==> config.mk <==
export PLATFORM = sky130hd
export DESIGN_NAME = exu_lsu_flat
export DESIGN_NICKNAME = d
export VERILOG_FILES = /design/src/rtl/exu_lsu_if.sv /design/src/rtl/exu_lsu.sv /design/src/flat_wrapper.sv
export SDC_FILE = /design/constraint.sdc
export NUM_CORES = 1
export LEC_CHECK = 0
export ABC_AREA = 1
export CORE_MARGIN = 2
export CORE_UTILIZATION = 45
export DETAILED_ROUTE_END_ITERATION = 8
export PLACE_DENSITY = 0.81
export REMOVE_ABC_BUFFERS = 1
export SETUP_SLACK_MARGIN = 0.2
export SLEW_MARGIN = 30
export SYNTH_ARGS = -nofsm -noshare
export SYNTH_HDL_FRONTEND = slang
export SYNTH_SLANG_ARGS = --single-unit
==> constraint.sdc <==
create_clock -name i_clk -period 2.7 [get_ports i_clk]
set_clock_uncertainty 0.15 [all_clocks]
set_input_delay 0.54 -clock i_clk [delete_from_list [all_inputs] [get_ports i_clk]]
set_output_delay 0.54 -clock i_clk [all_outputs]
set_load 0.03 [all_outputs]
==> src/rtl/exu_lsu_if.sv <==
// Single-outstanding req/gnt/rvalid data bus between the LSU (master) and memory (slave).
interface exu_lsu_if;
  logic        req;
  logic        we;
  logic [31:0] addr;
  logic [3:0]  be;
  logic [31:0] wdata;
  logic        gnt;
  logic        rvalid;
  logic [31:0] rdata;

  modport master (output req, we, addr, be, wdata, input gnt, rvalid, rdata);
  modport slave  (input req, we, addr, be, wdata, output gnt, rvalid, rdata);
endinterface

==> src/rtl/exu_lsu.sv <==
// Load/store unit behind the EXU ALU stage: one bus access in flight, registered writeback.
// Optional macro LSU_MISALIGN_EXC_EN: misaligned H/W accesses raise o_err instead of issuing.
module exu_lsu #(
  parameter int unsigned TIMEOUT_CYC = 16
) (
  input  logic        i_clk,
  input  logic        i_rst,
  input  logic        i_mem_wen,
  input  logic        i_mem_ren,
  input  logic [31:0] i_mem_addr,
  input  logic [2:0]  i_mem_funct3,
  input  logic [31:0] i_store_data,
  input  logic [31:0] i_result,
  input  logic        i_rd_wen,
  input  logic [4:0]  i_rd_addr,
  output logic        o_stall,
  exu_lsu_if.master   bus,
  output logic        o_wb_en,
  output logic [4:0]  o_wb_addr,
  output logic [31:0] o_wb_data,
  output logic        o_err
);
  localparam int unsigned CNT_W = (TIMEOUT_CYC > 1) ? $clog2(TIMEOUT_CYC) : 1;
  localparam logic [CNT_W-1:0] CNT_LAST = CNT_W'(TIMEOUT_CYC - 1);

  typedef enum logic [1:0] {S_IDLE, S_REQ, S_RESP} state_t;

  state_t           state_q, state_d;
  logic [CNT_W-1:0] cnt_q, cnt_d;
  logic             accept, complete, timeout, misalign_err, misalign;

  logic [31:0] addr_q, wdata_q, wdata_d, wb_data_q, ld_data;
  logic [2:0]  f3_q;
  logic [3:0]  be_q, be_d;
  logic        we_q, rd_wen_q, wb_en_q, err_q;
  logic [4:0]  rd_addr_q, wb_addr_q;
  logic [7:0]  ld_byte;
  logic [15:0] ld_half;

`ifdef LSU_MISALIGN_EXC_EN
  assign misalign = ((i_mem_funct3[1:0] == 2'b01) && i_mem_addr[0]) ||
                    (i_mem_funct3[1] && (i_mem_addr[1:0] != 2'b00));
`else
  assign misalign = 1'b0;
`endif

  always_ff @(posedge i_clk) begin
    if (i_rst) begin
      state_q <= S_IDLE;
      cnt_q   <= '0;
    end else begin
      state_q <= state_d;
      cnt_q   <= cnt_d;
    end
  end

  // Completion in the last allowed cycle takes precedence over the timeout.
  always_comb begin
    state_d      = state_q;
    cnt_d        = cnt_q;
    accept       = 1'b0;
    complete     = 1'b0;
    timeout      = 1'b0;
    misalign_err = 1'b0;
    case (state_q)
      S_IDLE: begin
        if (i_mem_wen || i_mem_ren) begin
          if (misalign) begin
            misalign_err = 1'b1;
          end else begin
            accept  = 1'b1;
            state_d = S_REQ;
            cnt_d   = '0;
          end
        end
      end
      S_REQ: begin
        if (cnt_q == CNT_LAST) begin
          timeout = 1'b1;
          state_d = S_IDLE;
        end else begin
          cnt_d = cnt_q + CNT_W'(1);
          if (bus.gnt) state_d = S_RESP;
        end
      end
      S_RESP: begin
        if (bus.rvalid) begin
          complete = 1'b1;
          state_d  = S_IDLE;
        end else if (cnt_q == CNT_LAST) begin
          timeout = 1'b1;
          state_d = S_IDLE;
        end else begin
          cnt_d = cnt_q + CNT_W'(1);
        end
      end
      default: state_d = S_IDLE;
    endcase
  end

  // funct3[1] set means word (covers the undefined encodings too).
  always_comb begin
    be_d    = 4'b1111;
    wdata_d = i_store_data;
    case (i_mem_funct3[1:0])
      2'b00: begin
        be_d    = 4'b0001 << i_mem_addr[1:0];
        wdata_d = {4{i_store_data[7:0]}};
      end
      2'b01: begin
        be_d    = i_mem_addr[1] ? 4'b1100 : 4'b0011;
        wdata_d = {2{i_store_data[15:0]}};
      end
      default: ;
    endcase
  end

  always_comb begin
    case (addr_q[1:0])
      2'b00:   ld_byte = bus.rdata[7:0];
      2'b01:   ld_byte = bus.rdata[15:8];
      2'b10:   ld_byte = bus.rdata[23:16];
      default: ld_byte = bus.rdata[31:24];
    endcase
    ld_half = addr_q[1] ? bus.rdata[31:16] : bus.rdata[15:0];
    case (f3_q)
      3'b000:  ld_data = {{24{ld_byte[7]}}, ld_byte};
      3'b001:  ld_data = {{16{ld_half[15]}}, ld_half};
      3'b100:  ld_data = {24'd0, ld_byte};
      3'b101:  ld_data = {16'd0, ld_half};
      default: ld_data = bus.rdata;
    endcase
  end

  always_ff @(posedge i_clk) begin
    if (i_rst) begin
      addr_q    <= '0;
      f3_q      <= '0;
      be_q      <= '0;
      wdata_q   <= '0;
      we_q      <= 1'b0;
      rd_wen_q  <= 1'b0;
      rd_addr_q <= '0;
      wb_en_q   <= 1'b0;
      wb_addr_q <= '0;
      wb_data_q <= '0;
      err_q     <= 1'b0;
    end else begin
      err_q   <= timeout | misalign_err;
      wb_en_q <= 1'b0;
      if (accept) begin
        addr_q    <= i_mem_addr;
        f3_q      <= i_mem_funct3;
        be_q      <= be_d;
        wdata_q   <= wdata_d;
        we_q      <= i_mem_wen;
        rd_wen_q  <= i_rd_wen;
        rd_addr_q <= i_rd_addr;
      end
      if (state_q == S_IDLE && !(i_mem_wen || i_mem_ren)) begin
        wb_en_q   <= i_rd_wen;
        wb_addr_q <= i_rd_addr;
        wb_data_q <= i_result;
      end
      if (complete && !we_q) begin
        wb_en_q   <= rd_wen_q;
        wb_addr_q <= rd_addr_q;
        wb_data_q <= ld_data;
      end
    end
  end

  assign o_stall    = (state_q != S_IDLE);
  assign bus.req    = (state_q == S_REQ);
  assign bus.we     = we_q;
  assign bus.addr   = {addr_q[31:2], 2'b00};
  assign bus.be     = be_q;
  assign bus.wdata  = wdata_q;
  assign o_wb_en    = wb_en_q;
  assign o_wb_addr  = wb_addr_q;
  assign o_wb_data  = wb_data_q;
  assign o_err      = err_q;
endmodule

==> src/flat_wrapper.sv <==
// flat-port wrapper written by rule: the top's interface ports become plain ports
module exu_lsu_flat 
#(
  parameter int unsigned TIMEOUT_CYC = 16
)
  (i_clk, i_rst, i_mem_wen, i_mem_ren, i_mem_addr, i_mem_funct3, i_store_data, i_result, i_rd_wen, i_rd_addr, o_stall, o_wb_en, o_wb_addr, o_wb_data, o_err, bus_req, bus_we, bus_addr, bus_be, bus_wdata, bus_gnt, bus_rvalid, bus_rdata);
  exu_lsu_if bus_i ();
  input  logic i_clk;
  input  logic i_rst;
  input  logic i_mem_wen;
  input  logic i_mem_ren;
  input  logic [31:0] i_mem_addr;
  input  logic [2:0] i_mem_funct3;
  input  logic [31:0] i_store_data;
  input  logic [31:0] i_result;
  input  logic i_rd_wen;
  input  logic [4:0] i_rd_addr;
  output logic o_stall;
  output logic o_wb_en;
  output logic [4:0] o_wb_addr;
  output logic [31:0] o_wb_data;
  output logic o_err;
  output wire logic [$bits(bus_i.req)-1:0] bus_req;
  output wire logic [$bits(bus_i.we)-1:0] bus_we;
  output wire logic [$bits(bus_i.addr)-1:0] bus_addr;
  output wire logic [$bits(bus_i.be)-1:0] bus_be;
  output wire logic [$bits(bus_i.wdata)-1:0] bus_wdata;
  input wire logic [$bits(bus_i.gnt)-1:0] bus_gnt;
  input wire logic [$bits(bus_i.rvalid)-1:0] bus_rvalid;
  input wire logic [$bits(bus_i.rdata)-1:0] bus_rdata;
  assign bus_req = bus_i.req;
  assign bus_we = bus_i.we;
  assign bus_addr = bus_i.addr;
  assign bus_be = bus_i.be;
  assign bus_wdata = bus_i.wdata;
  assign bus_i.gnt = bus_gnt;
  assign bus_i.rvalid = bus_rvalid;
  assign bus_i.rdata = bus_rdata;
  exu_lsu #(.TIMEOUT_CYC(TIMEOUT_CYC)) u_core (.i_clk(i_clk), .i_rst(i_rst), .i_mem_wen(i_mem_wen), .i_mem_ren(i_mem_ren), .i_mem_addr(i_mem_addr), .i_mem_funct3(i_mem_funct3), .i_store_data(i_store_data), .i_result(i_result), .i_rd_wen(i_rd_wen), .i_rd_addr(i_rd_addr), .o_stall(o_stall), .bus(bus_i), .o_wb_en(o_wb_en), .o_wb_addr(o_wb_addr), .o_wb_data(o_wb_data), .o_err(o_err));
endmodule
# --- Yosys cells after proc, flatten, opt, wreduce, memory -nomap -nowiden ---
# Index checks and enable logic that the tools add are counted.
word_totals:
  output_inout_bits: 110
  latchBits: 0
  mem_bits_ro: 0
  ramBits: 0
  wordCells: 71
  mem_count: 0
  inputBits: 143
  regBits: 123
op_classes:
  reduce_logical: 14
  mux: 29
  add_sub_neg: 1
  n_eq_ne: 13
  mul: 0
  div_mod_pow: 0
  shifts: 1
  bitwise: 0
  magnitude_cmp: 0
ops:
  columns: ["cell", "n"]
  rows:
  - ["32-bit case mux with 4 select lines", 1]
  - ["32-bit two-way mux", 2]
  - ["32-bit case mux with 2 select lines", 1]
  - ["8-bit case mux with 3 select lines", 1]
  - ["16-bit two-way mux", 1]
  - ["4-bit two-way mux", 4]
  - ["4-bit case mux with 3 select lines", 1]
  - ["2-bit two-way mux", 5]
  - ["5-bit two-way mux", 2]
  - ["1-bit two-way mux", 8]
  - ["4-bit case mux with 2 select lines", 1]
  - ["2-bit by 1-bit == test with 1-bit output, second input constant", 3]
  - ["3-bit == test, second input constant", 2]
  - ["2-bit zero test", 3]
  - ["2-bit case mux with 3 select lines", 1]
  - ["3-bit AND reduction", 2]
  - ["4-bit by 1-bit adder with 4-bit output, second input constant", 1]
  - ["2-bit == test, second input constant", 2]
  - ["4-bit == test, second input constant", 1]
  - ["2-bit nonzero test", 2]
  - ["1-bit by 2-bit << shifter with 4-bit output, first input constant", 1]
  - ["3-bit by 1-bit == test with 1-bit output, second input constant", 1]
  - ["3-bit zero test", 1]
  - ["3-bit by 1-bit inequality test with 1-bit output, second input constant", 1]
  - ["8 further kinds", 10]

# --- Logic depth before layout (Yosys ltp) ---
depth:
  depth_word: 5
  ltp_mapped: 11
  depth_no_buf: 10

# --- Worst setup path after synthesis ---
# OpenSTA, ideal clock, no wires.
synth_timing:
  kind: "flip-flop to flip-flop"
  startpoint: "register u_core.state_q[0]"
  endpoint: "register u_core.be_q[3], in the netlist u_core.bus.be[3]"
  period_less_slack_ns: 1.645
  stages_incl_launch_ff: 9
  setup_slack_ns: 1.055
  t_arrival_ns: 1.420
  setup_time_ns: 0.074
  required_ns: 2.476
  n_path_buf: 1
  cell_sequence: "dfxtp_1 > inv_1 > ha_1 > inv_2 > nor2_2 > inv_2 > clkbuf_1 > nand2_1 > a31oi_1"
synth_via:
  elab_chain_len: 2
synth_rtl:
  columns: ["item", "line", "source"]
  rows:
  - ["from (decl)", "exu_lsu.sv:28", "state_t state_q, state_d;"]
  - ["from (signal assigned)", "exu_lsu.sv:52", "state_q <= state_d;"]
  - ["2-bit zero test", "exu_lsu.sv:65", "case (state_q)"]
  - ["1-bit two-way mux", "exu_lsu.sv:65", null]
  - ["to (signal assigned)", "exu_lsu.sv:139", "be_q <= '0;"]
  - ["to (signal assigned)", "exu_lsu.sv:154", "be_q <= be_d;"]
  - ["to (decl)", "exu_lsu.sv:34", "logic [3:0] be_q, be_d;"]
# Every way passes these cells.
# A chain may end at the register's enable or synchronous reset.

# --- Final worst setup path ---
layout_timing:
  startpoint: "register u_core.state_q[1]"
  endpoint: "output port bus_req"
layout_via:
  elab_chain_len: 1
layout_rtl:
  columns: ["item", "line", "source"]
  rows:
  - ["2-bit by 1-bit == test with 1-bit output", "exu_lsu.sv:174", "assign bus.req = (state_q == S_REQ);"]
  - ["to (decl)", "flat_wrapper.sv:23", "output wire logic [$bits(bus_i.req)-1:0] bus_req;"]
# Every way passes these cells.

==> run summary <==
## GRT
• 30880 um — global-route wire length before repair
• 27.04% — overall global routing resource usage
• 45.25% — GR Util met2
• met2 — gr busiest metal
• 9.221% — global routing usage on met3
• 0 — global route overflow
• 6283 — vias in the first global route
• 85 — pin count of the biggest net entering global routing
• 32.36% — Global Route met1 Usage
• 0 — number of antenna violations at the first check in global routing

## Logic synthesis
• 153 x nand2_1, 124 x nor2_1, 123 x dfxtp_1 — most numerous cell types in the synthesized netlist
• 33 — number of distinct library cell variants in the gate-level netlist after synthesis
• 40.77% — share of Yosys cell area claimed by the top area cell type
• dfxtp_1 — most instantiated flip-flop cell in the synthesis netlist
• 40.77% — part of the Yosys area used for sequential elements
• dfxtp_1 41%, nand2_1 9.5%, o21ai_0 8.6%, nor2_1 7.7%, a21oi_1 7.3% — synth top area cells
• 0% — async set-or-reset flop fraction in the synthesized netlist
• 7.031 um2 — mean cell area of the mapped netlist
• 859 — cell count after synthesis
• 6040 um2 — cell area after technology mapping
• 123 — register bit count reported by yosys
• 0 — number of warning messages in the yosys log
• dfxtp_1 — area leader, netlist
• 0 — EDFF count, synth
• nand2_1 — most frequent cell after synthesis

## Min path
• reg -> reg — Hold Path Class
• 2 — count of cells along the worst hold path

## Layout
• 1250 — filler-free cell count of the finished design
• 2462 um2 — area of all sequential standard cells
• 1091 — count of fill cells added during filler insertion
• 9.879% — fraction of layout cells with a size suffix above 1
• 9044 um2 — final non-filler cell area
• 49.74% — Area growth, synth to finish
• 1209 — final layout net count
• 2879 um2 — combined area of the multi-input logic cells

## Drt
• 5.190 — average vias per placed instance
• 0 — Post-DRT Antenna Nets
• 15.41 um — wire per inst
• 19270 um — final routed wirelength across all metal layers
• 6487 — total vias in the final route
• 0 — detailed-route DRC error count
• 6 — router iterations before antenna repair
• 614 — detailed router's first-iteration violation count

## Clock tree
• 4 — H-tree Lvls
• 123 — count of clock tree sinks
• 2 — maximum number of buffers from clock root to sink
• done — TritonCTS clock tree
• 0.41 ns — insertion delay to the later sink of the worst-skew pair
• clkbuf_16 — root buffer cell
• 0 — buffers inserted by post-CTS timing repair
• 0.06 ns — clk slew on worst S/H paths
• 17 — cts bufs inserted

## Setup path
• 2.01 ns — Worst EP required
• buffers and inverters — gate family responsible for the most delay along the worst path
• primary output — type of destination of the critical path
• u_core.state_q[1] — Reg2Reg Launch Point
• u_core.state_q[1] — source of the critical timing path
• 4 — worst-path maximum fanout
• clkdlybuf4s50_1 — cell with the largest stage delay on the worst path
• 8 — Register-to-Register Path Depth
• 2 — number of buffer and inverter instances along the worst setup path
• bus_req — Setup crit end
• reg -> out — WS Path Type
• 3 — depth of the critical timing path with buffers and inverters included
• 1.73 ns — Crit path arrival time
• 0.81 ns — slack of the worst reg-to-reg path
• flip-flop — Worst Setup Start Kind
• inv_1, ha_1, clkdlybuf4s50_1 — critical path cell sequence
• 0.68 ns — delay of the slowest critical-path stage
• u_core.f3_q[2] — R2R Path End

## STA
• 0.2769 ns — setup slack after layout
• 89.74% — period utilization
• 0 — final number of max-transition violations
• 0 — Final setup viols
• 2.423 ns — Min Clock Period, post-route
• 0 — final hold vios
• 412.7 MHz — timing-limited maximum frequency
• false — setup repair after global routing missed its margin

## Die
• 14360 um2 — Die Outline Area
• 13190 um2 — Floorplan Core Area
• 119.9 um — die width
• 42 — Row Count
• 253 — io pins
• 45.79% — initial core utilization
• 119.9 um — DIE HEIGHT

## Placed design
• 0.4226 ns — setup slack at placement
• 0.8894 — Routability Congestion
• 1218 — instance count after placement with tap cells included
• 13450 um — HPWL after detailed placement
• 8451 um2 — cell area after placement
• 250 — count of input and output buffers

## Power and ir drop
• 3.730 nW — Leakage
• 0.0004862 V — maximum resistive drop on vdd
• 749.7 nW/um2 — power density normalized to cell area

## Run status
• completed — run status

## Run
• 0 — number of violations of the max-capacitance limit

## registers in the layout, summed over array words and instances (netlist names), 2 cells and up
signal and count:
u_core.bus.wdata 32, u_core.o_wb_data 32, u_core.cnt_q 4, u_core.f3_q 3, u_core.o_wb_addr 5, u_core.state_q 2, u_core.addr_q 32, u_core.bus.be 4
u_core.rd_addr_q 5
## through the flow
stage | setup TNS, ns | hold slack (ns) | power (W) | util, %
floorplan | -49.49 | 0.2945 | 0.003471 | -
global placement | 0 | 0.3076 | 0.004468 | 64.07
detailed placement | 0 | 0.3048 | 0.004493 | 64.07
CTS | 0 | 0.3133 | 0.006811 | 68.54
global route | 0 | 0.3334 | 0.007087 | 68.54
finish | 0 | 0.3142 | 0.006780 | 68.56
## area by class of cell
type / count / area share (%)
antenna: 1 / 0.02767
clock buffer: 20 / 4.939
clock inverter: 11 / 1.605
inverter: 53 / 2.227
multi-input combinational: 598 / 31.83
sequential: 123 / 27.23
tap: 176 / 2.435
timing repair buffer: 268 / 29.70
## timing repair
item,4_1_cts,5_1_grt
setup endpoints to repair,1,0
hold buffers,0,0
endpoints found under the hold margin,0,0
resized for setup,1,0
## layer usage
layer | part of all wire, % | wire length, um
met2 | 48 | 9154
met3 | 10 | 1940
met5 | 0 | 0
met1 | 41 | 7829
met4 | 1.8 | 340
## cell families (layout without fill, tap and decap cells)
kind of cell / count (synthesis) / after routing / synth area share (%)
other: 1 / 3 / 0.06209
XOR/XNOR: 2 / 2 / 0.2901
adder cells (fa/ha/maj): 5 / 5 / 1.036
AO/OA/AOI/OAI: 227 / 227 / 19.78
buffers and inverters: 139 / 352 / 11.79
AND/OR/NAND/NOR: 362 / 362 / 26.27
flip-flops: 123 / 123 / 40.77
## worst min path at each step
stage	from	endpoint	slack [ns]
floorplan	u_core.cnt_q[1]	u_core.cnt_q[1]	0.29
global placement	u_core.o_wb_addr[0]	u_core.o_wb_addr[0]	0.31
detailed placement	u_core.o_wb_addr[1]	u_core.o_wb_addr[1]	0.30
CTS	u_core.o_wb_addr[1]	u_core.o_wb_addr[1]	0.31
global route	u_core.o_wb_addr[1]	u_core.o_wb_addr[1]	0.33
finish	u_core.o_wb_addr[1]	u_core.o_wb_addr[1]	0.31
## power breakdown
| group | switching (W) | internal, W |
|---|---|---|
| logic | 0.00133 | 0.000903 |
| registers | 0.000152 | 0.00208 |
| clock network | 0.000840 | 0.00147 |
| total | 0.00233 | 0.00445 |
## worst min-delay path: cells and delay by family (launching register included)
| kind | cells | cell delay [ns] |
|---|---|---|
| AND/OR/NAND/NOR | 1 | 0.06 |
| flip-flops | 1 | 0.30 |
| AO/OA/AOI/OAI | 1 | 0.05 |
## placed cells by master, fill, tap and decap left out, types with 10 or more instances in the layout
master,count
nand3_1,30
buf_4,14
clkdlybuf4s50_1,249
clkbuf_16,17
dfxtp_1,123
nand3_2,12
inv_1,32
nand2_1,153
o21ai_0,104
nor3_1,10
a21oi_1,88
a31oi_1,12
nor2_1,124
inv_2,20
nand2_2,14
Note: power is estimated with default switching activity, not from simulation.
